===== src/rtl/spi_ram_burst.sv =====
// spi_ram_burst: SPI slave that bridges burst reads and writes onto a single-port RAM.
// Ports: clk (system clock), rst (async, active-high), SS_n (active-low frame select),
//        MOSI (serial in, MSB first), MISO (registered serial out, MSB first),
//        frame_err (one-cycle pulse when a frame ends abnormally).
module spi_ram_burst #(
    parameter int ADDR_WIDTH = 8,
    parameter int DATA_WIDTH = 8,
    parameter int MEM_DEPTH  = 2**ADDR_WIDTH,
    parameter int AUTO_INC   = 1
) (
    input  logic clk,
    input  logic rst,
    input  logic SS_n,
    input  logic MOSI,
    output logic MISO,
    output logic frame_err
);
    localparam int MAXW = ADDR_WIDTH > DATA_WIDTH ? ADDR_WIDTH : DATA_WIDTH;
    localparam int CW = $clog2(MAXW + 1);
    localparam int AW1 = ADDR_WIDTH + 1;
    localparam logic [CW-1:0] C_DW = CW'(DATA_WIDTH);
    localparam logic [CW-1:0] C_AL = CW'(ADDR_WIDTH - 1);
    localparam logic [AW1-1:0] C_DEPTH = AW1'(MEM_DEPTH);
    localparam logic [AW1-1:0] C_LAST = AW1'(MEM_DEPTH - 1);

    typedef enum logic [2:0] {IDLE, CMD, ADDR, WDATA, RTURN, RDATA, DISCARD} state_t;

    state_t r_state;
    logic [CW-1:0] r_cnt;
    logic [ADDR_WIDTH-1:0] r_addr;
    logic [DATA_WIDTH-1:0] r_sh;
    logic [DATA_WIDTH-1:0] r_rdata;
    logic r_cmd_hi;
    logic r_rd;
    logic r_ss_prev;
    logic [DATA_WIDTH-1:0] r_mem [MEM_DEPTH];

    logic [ADDR_WIDTH-1:0] w_addr_in;
    logic [ADDR_WIDTH-1:0] w_addr_wrap;
    logic [ADDR_WIDTH-1:0] w_addr_next;
    logic w_we;
    logic w_load;
    logic w_abort_err;

    always_comb begin
        w_addr_in   = {r_addr[ADDR_WIDTH-2:0], MOSI};
        w_addr_wrap = ADDR_WIDTH'({1'b0, w_addr_in} % C_DEPTH);
        w_addr_next = (AUTO_INC == 0) ? r_addr : ({1'b0, r_addr} == C_LAST) ? '0 : r_addr + 1'b1;
        // A full word sits in r_sh one edge after its last bit was sampled.
        w_we        = (r_state == WDATA) && (r_cnt == C_DW);
        // Load the next read word on the second turnaround edge or after the last bit of a word.
        w_load      = ((r_state == RTURN) && (r_cnt != '0)) || ((r_state == RDATA) && (r_cnt == C_DW));
        w_abort_err = (r_state == CMD) || (r_state == ADDR) || (r_state == DISCARD) ||
                      ((r_state == WDATA) && (r_cnt != '0) && (r_cnt != C_DW));
    end

    always_ff @(posedge clk or posedge rst) begin
        if (rst) begin
            r_state   <= IDLE;
            r_cnt     <= '0;
            r_addr    <= '0;
            r_sh      <= '0;
            r_cmd_hi  <= 1'b0;
            r_rd      <= 1'b0;
            r_ss_prev <= 1'b0;
            MISO      <= 1'b0;
            frame_err <= 1'b0;
        end else begin
            r_ss_prev <= SS_n;
            frame_err <= 1'b0;
            if (r_state != IDLE && SS_n) begin
                r_state   <= IDLE;
                r_cnt     <= '0;
                MISO      <= 1'b0;
                frame_err <= w_abort_err;
            end else begin
                case (r_state)
                    // A frame starts only on a seen high-to-low SS_n, so a reset mid-frame waits it out.
                    IDLE: if (!SS_n && r_ss_prev) begin
                        r_state <= CMD;
                        r_cnt   <= '0;
                        r_sh    <= '0;
                    end
                    CMD: if (r_cnt == '0) begin
                        r_cmd_hi <= MOSI;
                        r_cnt    <= CW'(1);
                    end else begin
                        r_cnt   <= '0;
                        r_rd    <= r_cmd_hi;
                        r_state <= MOSI ? DISCARD : ADDR;
                    end
                    ADDR: if (r_cnt == C_AL) begin
                        r_addr  <= w_addr_wrap;
                        r_cnt   <= '0;
                        r_state <= r_rd ? RTURN : WDATA;
                    end else begin
                        r_addr <= w_addr_in;
                        r_cnt  <= r_cnt + 1'b1;
                    end
                    WDATA: begin
                        r_sh <= {r_sh[DATA_WIDTH-2:0], MOSI};
                        if (w_we) begin
                            r_addr <= w_addr_next;
                            r_cnt  <= CW'(1);
                        end else begin
                            r_cnt <= r_cnt + 1'b1;
                        end
                    end
                    // r_sh is cleared at frame start, so the first turnaround edge shifts out a 0.
                    RTURN, RDATA: if (w_load) begin
                        r_state <= RDATA;
                        r_addr  <= w_addr_next;
                        MISO    <= r_rdata[DATA_WIDTH-1];
                        r_sh    <= {r_rdata[DATA_WIDTH-2:0], 1'b0};
                        r_cnt   <= CW'(1);
                    end else begin
                        MISO  <= r_sh[DATA_WIDTH-1];
                        r_sh  <= {r_sh[DATA_WIDTH-2:0], 1'b0};
                        r_cnt <= r_cnt + 1'b1;
                    end
                    default: ;
                endcase
            end
        end
    end

    // Reading every cycle doubles as the prefetch: r_rdata tracks mem[r_addr] one edge late.
    always_ff @(posedge clk) begin
        if (w_we) r_mem[r_addr] <= r_sh;
        r_rdata <= r_mem[r_addr];
    end
endmodule


===== config.mk =====
export PLATFORM = sky130hd
export DESIGN_NAME = spi_ram_burst
export DESIGN_NICKNAME = d
export VERILOG_FILES = /design/src/rtl/spi_ram_burst.sv
export SDC_FILE = /design/constraint.sdc
export NUM_CORES = 2
export LEC_CHECK = 0
export ABC_AREA = 1
export BUFFER_PORTS_ARGS = -buffer_cell sky130_fd_sc_hd__buf_2
export CORE_ASPECT_RATIO = 1.75
export CORE_MARGIN = 5
export CORE_UTILIZATION = 66
export CTS_BUF_LIST = sky130_fd_sc_hd__clkbuf_8
export CTS_CLUSTER_SIZE = 12
export DETAILED_ROUTE_END_ITERATION = 6
export HOLD_SLACK_MARGIN = 0.1
export PLACE_DENSITY = 0.82
export RECOVER_POWER = 50
export SETUP_SLACK_MARGIN = 0.2
export SYNTH_ARGS = -nofsm -noshare
export SYNTH_HDL_FRONTEND = slang
export SYNTH_SLANG_ARGS = --single-unit

===== constraint.sdc =====
create_clock -name clk -period 5.6 [get_ports clk]
set_clock_uncertainty 0.1 [all_clocks]
set_input_delay 1.68 -clock clk [delete_from_list [all_inputs] [get_ports clk]]
set_output_delay 1.68 -clock clk [all_outputs]
set_load 0.03 [all_outputs]

==> impl_metrics.py <==
metrics = {
    "yosys": {
        "synth_edf_count": 2048,
        "ys_seq_area_frac": 0.703,
        "synth_nets": 8663,
        "yosys.area.top_type_share": 0.693,
        "ys_top_cells_by_area": "edfxtp_1, nand2_1, nor2_1, inv_1, o21ai_0",
        "synth_common_cells": "nand2_1, edfxtp_1, nor2_1",
        "synthArstFlopShare": 0.0134,
        "synth_seq_cells": 2084,
        "syn_avg_cell_area_sq_um": 10.3,
        "post-synth-top-count-cell": "nand2_1",
        "yosys_warnings": 0,
        "synth_largest_area_cell": "edfxtp_1",
        "ys.flop_type": "edfxtp_1",
        "syn_area_sq_um": 88700,
        "ys_types": 30,
        "syn_inst": 8653,
    },
    "worst_setup_path": {
        "cp.required_ps": 5820,
        "cp_slowest_cell": "clkbuf_2",
        "reg2regPathDepth": 1,
        "crit_type": "reg -> reg",
        "path_cells": "clkbuf_2",
        "crit_cells": 1,
        "rrSetupSlack_ps": 670,
        "slowest_delay_ps": 2380,
        "setup.worst_path.end_class": "flop",
        "path_delay_family": "buffers and inverters",
        "crit_path_start_kind": "flop",
        "crit_fanout": 118,
        "crit_buf_inv": 1,
        "worst_ep_arrival_time_ps": 5150,
    },
    "clocking": {
        "post-cts-setup-buffers": 0,
        "cts_buffer_depth": 4,
        "root_buffer": "clkbuf_8",
        "cts_resized": 0,
        "numCtsBuffers": 286,
        "cts_tree": "yes",
        "h-tree-depth": 5,
        "worstSkewPairLatency_ps": 1000,
        "cts_hold_buf": 0,
        "path_clk_slew_ps": 70,
        "clkSinkCount": 2084,
    },
    "routing": {
        "vias": 61307,
        "top_layer": "met5",
        "ant_nets": 0,
        "wl_microns": 232000,
        "vias_per_cell": 5.79,
        "drc_errors": 2,
        "wl_met3_microns": 21500,
        "dr.first_iter.drc_count": 7422,
        "met1_length_microns": 74700,
        "wl_per_cell_microns": 21.9,
        "wl_met2_microns": 114000,
        "firstDrtPassIters": 7,
    },
    "run_status": {
        "violations": "DRC, capacitance limit, slew limit",
        "outcome": "finished, violations left",
    },
    "timing": {
        "grt_setup_unrepaired": "no",
        "setup_slack_ps": 674,
        "slew_headroom": -1.28,
        "fin_crit_sh": 0.880,
        "tightest_slew_ps": 3420,
        "min_period_ps": 4930,
        "maxSlewViolCount": 1331,
        "clock.fmax_mhz": 203,
        "finalHoldViolCount": 0,
        "setup_viol": 0,
        "finalSetupTns_ps": 0,
    },
    "worst_hold_path": {
        "hold_depth": 2,
        "hold_class": "reg -> reg",
    },
    "die": {
        "start_util": 0.662,
        "ios": 6,
        "die_height_microns": 495,
        "die-area_sq_um": 142000,
        "coreArea_sq_um": 134000,
        "die_x_microns": 287,
        "rows": 178,
    },
    "power_and_ir_drop": {
        "leakage_nw": 38.9,
        "sw_frac_of_total": 0.393,
        "clkPwrFrac": 0.233,
        "p_int_mw": 28.5,
        "seqPwrFrac": 0.433,
        "power_density_nw_per_um2": 494,
        "peakVddDrop_mv": 0.618,
        "p_comb_frac": 0.335,
        "p_switching_mw": 18.4,
    },
    "placed_design": {
        "dp_slack_ps": 1200,
        "place.gp.congestion": 0.969,
        "portBuffers": 5,
        "place_area_sq_um": 90000,
        "post-dp-hpwl_microns": 134000,
    },
    "cells_and_area": {
        "area_growth_pct": 7.12,
        "drive_above_1_share": 0.0516,
        "design_area_sq_um": 95100,
        "utilization": 0.709,
        "fillers": 9064,
        "nNetsFinal": 8595,
    },
    "grt": {
        "grt_pass1_wl_microns": 347000,
        "grtUsageTotal": 0.324,
        "grt_pass1_vias": 60616,
        "antenna_found_initial": 4,
        "overflow": 0,
        "grt_max_degree": 225,
    },
    "run": {
        "drv_cap": 19,
    },
}
[registers in the layout, indices dropped and copies added, names as in the netlist]
signal,count
r_cmd_hi,1
r_rdata,8
r_state,3
r_ss_prev,1
r_rd,1
r_addr,8
frame_err,1
r_sh,8
r_mem,2048
r_cnt,4
MISO,1
[placed cells by master, fill, tap and decap left out, types with 26 or more instances in the layout]
| cell | count |
|---|---|
| o21ai_0 | 433 |
| buf_4 | 55 |
| o21ai_1 | 160 |
| clkinv_2 | 34 |
| nor2_1 | 924 |
| nand2_1 | 3409 |
| clkbuf_8 | 292 |
| inv_1 | 853 |
| nand3_1 | 362 |
| dfrtp_1 | 26 |
| clkinv_1 | 71 |
| edfxtp_1 | 2048 |
[power by group through the flow]
stage	Combinational, mW	Sequential, mW	Clock [mW]
global route	16.9	20.3	11.7
global placement	15.0	20.5	0
finish	15.7	20.3	10.9
detailed placement	15.3	20.5	0
floorplan	9.13	21.3	0
CTS	15.4	20.2	11.0
[metal layers]
layer | track usage | vias up
met3 | 0.0600 | 1010
li1 | - | 27915
met4 | 0.259 | 2
met1 | 0.366 | 28667
met2 | 0.540 | 3713
met5 | 0 | -
[path summary, 6_finish.rpt]
kind / start / endpoint
setup / recovery: r_sh[3] / r_mem[160][3]
hold / removal: r_rdata[2] / r_sh[3]
setup reg to reg: r_sh[3] / r_mem[160][3]
hold reg to reg: r_rdata[2] / r_sh[3]
max in group asynchronous: rst / r_addr[1]
min in group asynchronous: rst / frame_err
[layout make-up]
| type | count | area, sq um | share of cell area |
|---|---|---|---|
| tap | 1800 | 2250 | 0.0237 |
| antenna | 6 | 15.0 | 0.000158 |
| sequential | 2084 | 62400 | 0.656 |
| clock inverter | 193 | 1150 | 0.0121 |
| timing repair buffer | 89 | 852 | 0.00896 |
| clock buffer | 292 | 4020 | 0.0423 |
| multi-input combinational | 5332 | 21400 | 0.225 |
| inverter | 792 | 2990 | 0.0315 |
[logic make-up after synthesis]
| kind of cell | count (synthesis) | share of synthesized area |
|---|---|---|
| fa+ha+maj | 6 | 0.000846 |
| simple gates | 4711 | 0.205 |
| mux | 1 | 0.000127 |
| compound gates | 612 | 0.0350 |
| buf+inv | 1237 | 0.0566 |
| flops | 2084 | 0.703 |
| xor+xnor | 2 | 0.000197 |
[stage by stage]
step                      cells  power (mW)  hold WS (ps)
after floorplan            8653        30.4           340
after global placement    10097        35.5           356
after detailed placement  10097        35.8           361
after CTS                 10582        46.5           369
after global routing      10584        48.9           390
final                     10588        47.0           360
Power figures use the tool's default switching activity.
